<file path="src/rtl/axis_reg_slice_pipe.sv">
// ---------------------------------------------------------------------------
// axis_reg_slice_pipe
//
// A chain of STAGES full valid/ready register slices, used to pipeline long
// routes between stream blocks. Each stage holds a main register (which
// drives the stage output) and a skid register (which catches the beat that
// arrives in the cycle the stage stalls). Valid, data, last and ready are
// all registered at every stage boundary. The chain therefore gives timing
// isolation in both directions while still sustaining one beat per cycle.
// Capacity is 2*STAGES beats.
//
// Ports:
//   aclk_i     clock, all logic on the rising edge
//   aresetn_i  synchronous reset, active-low, highest priority
//   flush_i    synchronous flush; discards every held beat and any beat
//              offered in the same cycle
//   valid_i / ready_o / data_i / last_i   upstream stream
//                                         (ready_o comes from a flop)
//   valid_o / ready_i / data_o / last_o   downstream stream
//                                         (valid_o, data_o and last_o
//                                         come from flops)
//   count_o    number of beats currently held, 0..2*STAGES
// ---------------------------------------------------------------------------
module axis_reg_slice_pipe #(
  parameter  int DWIDTH = 8,
  parameter  int STAGES = 2,
  localparam int CWIDTH = $clog2(2 * STAGES + 1)
) (
  input  logic              aclk_i,
  input  logic              aresetn_i,
  input  logic              flush_i,
  input  logic              valid_i,
  output logic              ready_o,
  input  logic [DWIDTH-1:0] data_i,
  input  logic              last_i,
  output logic              valid_o,
  input  logic              ready_i,
  output logic [DWIDTH-1:0] data_o,
  output logic              last_o,
  output logic [CWIDTH-1:0] count_o
);

  // {last, data} travel together as one word through every stage.
  localparam int WW = DWIDTH + 1;

  // Per-stage views, collected so that neighbouring stages can see them.
  logic [STAGES-1:0] m_valid_s;
  logic [STAGES-1:0] in_ready_s;
  logic [WW-1:0]     m_word_s [STAGES];

  logic              in_fire_s;
  logic              out_fire_s;
  logic [CWIDTH-1:0] count_r;

  for (genvar k = 0; k < STAGES; k++) begin : g_stage
    logic          st_in_valid_s;
    logic [WW-1:0] st_in_word_s;
    logic          st_out_ready_s;
    logic          skid_valid_s;
    logic          load_s;

    logic          m_valid_r;
    logic [WW-1:0] m_word_r;
    logic [WW-1:0] s_word_r;
    // The stage's ready is kept as its own flop, and the skid-valid flag is
    // its complement. This lets the ready towards the upstream neighbour
    // come straight from a register.
    logic          in_ready_r;

    if (k == 0) begin : g_head
      assign st_in_valid_s = valid_i;
      assign st_in_word_s  = {last_i, data_i};
    end else begin : g_link
      assign st_in_valid_s = m_valid_s[k-1];
      assign st_in_word_s  = m_word_s[k-1];
    end

    if (k == STAGES - 1) begin : g_tail
      assign st_out_ready_s = ready_i;
    end else begin : g_mid
      assign st_out_ready_s = in_ready_s[k+1];
    end

    assign skid_valid_s = ~in_ready_r;
    // The main register may take a new word when its current word leaves,
    // or when it is empty.
    assign load_s       = st_out_ready_s | ~m_valid_r;

    // Stage register update: refill main from skid first, otherwise take
    // the input directly, otherwise park a stalled input beat in the skid.
    always_ff @(posedge aclk_i) begin
      if (!aresetn_i) begin
        m_valid_r  <= 1'b0;
        in_ready_r <= 1'b1;
        m_word_r   <= {WW{1'b0}};
        s_word_r   <= {WW{1'b0}};
      end else if (flush_i) begin
        // Data registers hold; only the valid flags are cleared.
        m_valid_r  <= 1'b0;
        in_ready_r <= 1'b1;
      end else if (load_s && skid_valid_s) begin
        m_valid_r  <= 1'b1;
        m_word_r   <= s_word_r;
        in_ready_r <= 1'b1;
      end else if (load_s) begin
        m_valid_r <= st_in_valid_s;
        if (st_in_valid_s) begin
          m_word_r <= st_in_word_s;
        end else begin
          m_word_r <= m_word_r;
        end
      end else if (st_in_valid_s && skid_valid_s == 1'b0) begin
        // Downstream stalled while a beat was accepted: park it.
        s_word_r   <= st_in_word_s;
        in_ready_r <= 1'b0;
      end else begin
        m_valid_r  <= m_valid_r;
        in_ready_r <= in_ready_r;
      end
    end

    assign m_valid_s[k]  = m_valid_r;
    assign m_word_s[k]   = m_word_r;
    assign in_ready_s[k] = in_ready_r;
  end

  assign ready_o = in_ready_s[0];
  assign valid_o = m_valid_s[STAGES-1];
  assign data_o  = m_word_s[STAGES-1][DWIDTH-1:0];
  assign last_o  = m_word_s[STAGES-1][DWIDTH];

  assign in_fire_s  = valid_i & in_ready_s[0];
  assign out_fire_s = m_valid_s[STAGES-1] & ready_i;

  // Occupancy counter. An input and an output transfer in the same cycle
  // cancel. A flush clears the counter, so any transfer in that cycle is
  // ignored.
  always_ff @(posedge aclk_i) begin
    if (!aresetn_i) begin
      count_r <= {CWIDTH{1'b0}};
    end else if (flush_i) begin
      count_r <= {CWIDTH{1'b0}};
    end else begin
      case ({in_fire_s, out_fire_s})
        2'b10:   count_r <= count_r + {{(CWIDTH-1){1'b0}}, 1'b1};
        2'b01:   count_r <= count_r - {{(CWIDTH-1){1'b0}}, 1'b1};
        default: count_r <= count_r;
      endcase
    end
  end

  assign count_o = count_r;

endmodule

</file>
<file path="config.mk">
export PLATFORM = sky130hd
export DESIGN_NAME = axis_reg_slice_pipe
export DESIGN_NICKNAME = d
export VERILOG_FILES = /design/src/rtl/axis_reg_slice_pipe.sv
export SDC_FILE = /design/constraint.sdc
export NUM_CORES = 1
export LEC_CHECK = 0
export BUFFER_PORTS_ARGS = -buffer_cell sky130_fd_sc_hd__buf_2
export CORE_MARGIN = 4
export CORE_UTILIZATION = 50
export CTS_CLUSTER_DIAMETER = 40
export DETAILED_ROUTE_END_ITERATION = 7
export GPL_ROUTABILITY_DRIVEN = 0
export PLACE_DENSITY_LB_ADDON = 0.05
export SKIP_CTS_REPAIR_TIMING = 1
export SYNTH_ARGS = -nofsm -noshare
export SYNTH_HDL_FRONTEND = slang
export SYNTH_SLANG_ARGS = --single-unit
</file>
<file path="constraint.sdc">
create_clock -name aclk_i -period 1.6 [get_ports aclk_i]
set_input_delay 0.32 -clock aclk_i [delete_from_list [all_inputs] [get_ports aclk_i]]
set_output_delay 0.32 -clock aclk_i [all_outputs]
set_load 0.02 [all_outputs]
</file>
# Yosys cells after proc, flatten, opt, wreduce, memory -nomap -nowiden

Index checks and enable logic that the tools add are counted.

Register bits: 43
Input port bits: 14
Word-level logic and storage cells: 56

$add $sub $neg: 2
Equal/unequal tests: 2
Multiplexer cells: 11
Bitwise logic cells: 14
Reduce and logical (&&, ||, !) cells: 18

Operators by type and width:

| operator                                             | count |
|---|---|
| 2-to-1 mux 9 bit                                     | 6 |
| inverter 1 bit                                       | 10 |
| nonzero test 2 bit                                   | 5 |
| AND reduction 4 bit                                  | 2 |
| case mux 3 bit (2 select lines)                      | 1 |
| AND reduction 3 bit                                  | 2 |
| OR reduction 3 bit                                   | 2 |
| logical AND 1 bit                                    | 4 |
| 2-to-1 mux 1 bit                                     | 4 |
| AND reduction 2 bit                                  | 2 |
| adder 3 x 1 -> 3 bit (second input constant)         | 1 |
| subtractor 3 x 1 -> 3 bit (second input constant)    | 1 |
| AND 1 bit                                            | 2 |
| equality test 2 x 1 -> 1 bit (second input constant) | 1 |
| equality test 2 bit (second input constant)          | 1 |
| OR 1 bit                                             | 2 |
| OR reduction 2 bit                                   | 1 |

# Longest topological paths before layout

Depth in word-level cells: 5
Depth in mapped cells: 8
Gate-level depth less buffers: 7

# Least setup slack after synthesis

OpenSTA, ideal clock, no wires.

Path type: flip-flop to flip-flop
From: register g_stage[1].m_valid_r (netlist: valid_o)
To: register count_r[2] (netlist: count_o[2])
Library setup time: 0.070 ns
Arrival time: 1.751 ns
Required time: 1.530 ns
Setup slack: -0.221 ns
Cell stages (with the launch flop): 8
Buffers on the path: 0
Clock period less this slack: 1.821 ns
Path through: dfxtp_1 -> and2_1 -> ha_1 -> inv_1 -> fa_1 -> xor2_1 -> or3_1 -> a21oi_1

Cells in the longest elaborated chain, start to end: 3
Elaborated cells on any way between the ends: 5
Classes of those cells: eq/ne (2); mux (1); bitwise (1); reduce/logical (1)

Ends and longest elaborated chain:

| element                                                                      | line | RTL |
|---|---|---|
| start: declaration                                                           | 62   | `logic m_valid_r;` |
| start signal: assignment                                                     | 106  | `m_valid_r <= st_in_valid_s;` |
| start signal: assignment                                                     | 117  | `m_valid_r <= m_valid_r;` |
| AND 1 bit *                                                                  | 133  | `assign out_fire_s = m_valid_s[STAGES-1] & ready_i;` |
| equality test 2 x 1 -> 1 bit / equality test 2 bit (equally long branches)   | 144  | `case ({in_fire_s, out_fire_s})` |
| case mux 3 bit (2 select lines) / nonzero test 2 bit (equally long branches) | -    |  |
| end signal: assignment                                                       | 145  | `2'b10: count_r <= count_r + {{(CWIDTH-1){1'b0}}, 1'b1};` |
| end signal: assignment                                                       | 146  | `2'b01: count_r <= count_r - {{(CWIDTH-1){1'b0}}, 1'b1};` |
| end signal: assignment                                                       | 147  | `default: count_r <= count_r;` |
| end: declaration                                                             | 53   | `logic [CWIDTH-1:0] count_r;` |

Mark *: on every way between the ends. The rest lies on a longest branch, timed or not.
A chain may end at the register's enable or synchronous reset.

# Worst setup path in the final report

Same ends and word-level chain as after synthesis.

==> results.sh <==
export IMPL_dp_cells=275
export IMPL_ys_seq_elements=43
export IMPL_yosysMostFrequentCell="dfxtp_1"
export IMPL_async_reset_ff_share_pct=0
export IMPL_setup_viol=1
export IMPL_portBuffers=27
export IMPL_num_nets_final=250
export IMPL_synth_top_area_cell="dfxtp_1"
export IMPL_hold_path_end="g_stage[0].s_word_r[1]$_SDFFE_PN0P_"
export IMPL_synth_main_ff_cell="dfxtp_1"
export IMPL_syn_nets=219
export IMPL_dp_hpwl_um=2980
export IMPL_synth_area_um2=1960
export IMPL_synth_cell_types=31
export IMPL_diodes=0
export IMPL_fin_ws_ns=-0.0236
export IMPL_die_area_um2=4990
export IMPL_ios=28
export IMPL_coreArea_um2=3720
export IMPL_htreeDepth=2
export IMPL_preCtsSetupSlack_ns=-0.102
export IMPL_die_w_um=70.7
export IMPL_status="complete, but fails checks"
export IMPL_startpoint_type="flop"
export IMPL_grt_pass1_wl_um=6930
export IMPL_cp_required_ns=1.82
export IMPL_grt_max_degree=34
export IMPL_synth_cells=203
export IMPL_relSlewSlack_pct=62.9
export IMPL_max_cap_violations=0
export IMPL_fin_skew_ns=0.00363
export IMPL_syn_area_per_cell_um2=9.67
export IMPL_endpoint_kind="flop"
export IMPL_p_total_mw=2.10
export IMPL_reg2reg_depth=7
export IMPL_clk_path_buf_depth=2
export IMPL_hold_ws_ns=0.286
export IMPL_rows=22
export IMPL_cts_sinks=43
export IMPL_period_share_pct=101
export IMPL_clock_tree_root_cell="clkbuf_8"
export IMPL_synth_area_top_cells="dfxtp_1, mux2i_1, a2bb2oi_1"
export IMPL_finalHoldViolCount=0
export IMPL_stdcell_count=283
export IMPL_irDropWorstVdd_v=0.000718
export IMPL_rr_startpoint="valid_o$_SDFFE_PP0P_"
export IMPL_synth_top_area_share_pct=43.8
export IMPL_drc=0
export IMPL_nFillCells=327
export IMPL_drive_gt1_share_pct=24.3
export IMPL_leakagePower_nw=0.863
export IMPL_worstReg2RegEnd="count_o[2]$_SDFFE_PP0P_"
export IMPL_yosysSeqAreaShare_pct=43.8
export IMPL_tns_ns=-0.0236
export IMPL_max_freq_ghz=0.616
export IMPL_insertion_delay_ns=0.28
export IMPL_holdPathStages=3
export IMPL_worstHoldStart="data_i[1]"
export IMPL_violations="setup timing"
export IMPL_ant_nets=0
export IMPL_cts_buffers=5
export IMPL_drv_slew=0
export IMPL_path_clk_slew_ns=0.08
export IMPL_hold_class="in2reg"
export IMPL_yosys_warnings=0
export IMPL_vias_per_cell=5.45
export IMPL_die_h_um=70.7
export IMPL_first_iter_violations=97
export IMPL_wire_per_inst_um=14.1
export IMPL_antenna_found_initial=0
export IMPL_synth_common_cells="dfxtp_1, nand2_1, mux2i_1"
export IMPL_start_util_pct=52.8
export IMPL_grt_overflow_total=0
export IMPL_vias=1542
export IMPL_power_per_cell_area_nw_per_um2=915
export IMPL_cts_tree="yes"
export IMPL_fin_crit_ns=1.62
export IMPL_worst_r2r_setup_slack_ns=-0.02
export IMPL_area_growth_pct=17.0
export IMPL_tightest_slew_ns=0.553
export IMPL_worstSetupPathType="reg2reg"
export IMPL_grt_pass1_vias=1539
export IMPL_worstPathArrival_ns=1.84
export IMPL_grt_total_usage_pct=17.0
export IMPL_firstDrtPassIters=4
export IMPL_critPathMaxFanout=2
export IMPL_synth_edf_count=0
export IMPL_rsz0062_at_grt="yes"
export IMPL_wl_um=3990
worst max-delay path: stages, from the launching register on:
cell     delay (ns)
dfxtp_4        0.35
and2_4         0.14
ha_4           0.12
inv_1          0.04
fa_2           0.33
xor2_1         0.15
or3_1          0.30
a21oi_1        0.12
cell usage in the layout, fill, tap and decap left out, types with 2 or more instances in the layout:
cell	netlist	routed
nand3b_1	16	16
or3_1	3	3
nor3_4	2	2
dfxtp_1	43	41
a31oi_1	2	2
buf_4	2	11
mux2i_1	18	18
clkbuf_8	0	7
nand2_1	36	36
a21oi_1	4	4
o211ai_1	16	16
nor2_1	5	5
and2b_1	3	3
dfxtp_4	0	2
xor2_1	2	2
buf_2	6	27
a2bb2oi_1	16	16
nand2b_1	4	4
inv_1	5	5
state kept, by name, summed over array words and instances, names as in the netlist:
name / cells
g_stage.s_word_r: 18
g_stage.st_out_ready_s: 1
valid_o: 1
ready_o: 1
count_o: 3
g_stage.m_valid_r: 1
g_stage.m_word_r: 18
cells by family after synthesis:
| logic type | Yosys count | synth area share (%) |
|---|---|---|
| buffers and inverters | 20 | 5.74 |
| AO/OA/AOI/OAI | 43 | 16.8 |
| AND/OR/NAND/NOR | 75 | 21.9 |
| flip-flops | 43 | 43.8 |
| adder cells (fa/ha/maj) | 2 | 1.66 |
| multiplexers | 18 | 9.18 |
| XOR/XNOR | 2 | 0.892 |
where the power goes:
part / internal (mW) / leakage (nW) / switching [mW]
registers: 1.10 / 0.351 / 0.0268
clock network: 0.394 / 0.0515 / 0.346
logic: 0.109 / 0.461 / 0.120
total: 1.61 / 0.863 / 0.494
stage by stage:
stage               area, um2  utilization (%)
floorplan                1990                -
global placement         2190             59.0
detailed placement       2190             59.0
CTS                      2290             61.7
global route             2300             61.8
finish                   2300             61.8
per-layer routing:
metal,wire length (um),global-route usage (%),part of all wire [%],up-vias
met5,0,0,0,-
met4,32,4.18,0.80,0
met3,195,4.26,4.9,5
met2,2020,30.1,51,36
met1,1740,20.8,44,716
li1,-,-,-,785
worst max-delay path by stage:
stage | endpoint | slack [ns] | start | depth (start not counted)
final | count_o[2]$_SDFFE_PP0P_ | -0.02 | valid_o$_SDFFE_PP0P_ | 7
after global routing | count_o[2]$_SDFFE_PP0P_ | -0.11 | valid_o$_SDFFE_PP0P_ | 7
after CTS | count_o[2]$_SDFFE_PP0P_ | -0.03 | valid_o$_SDFFE_PP0P_ | 7
after detailed placement | count_o[2]$_SDFFE_PP0P_ | -0.10 | ready_i | 8
after global placement | count_o[2]$_SDFFE_PP0P_ | -0.07 | ready_i | 8
after floorplan | count_o[2]$_SDFFE_PP0P_ | -0.05 | ready_o$_SDFFE_PP1P_ | 8
cell type report:
type	count	area, um2	area share [%]
multi-input combinational	140	1010	44.0
sequential	43	868	37.8
timing repair buffer	39	238	10.4
clock buffer	8	100	4.36
tap	48	60.1	2.62
inverter	5	18.8	0.817
Note: power is estimated with default switching activity, not from simulation.
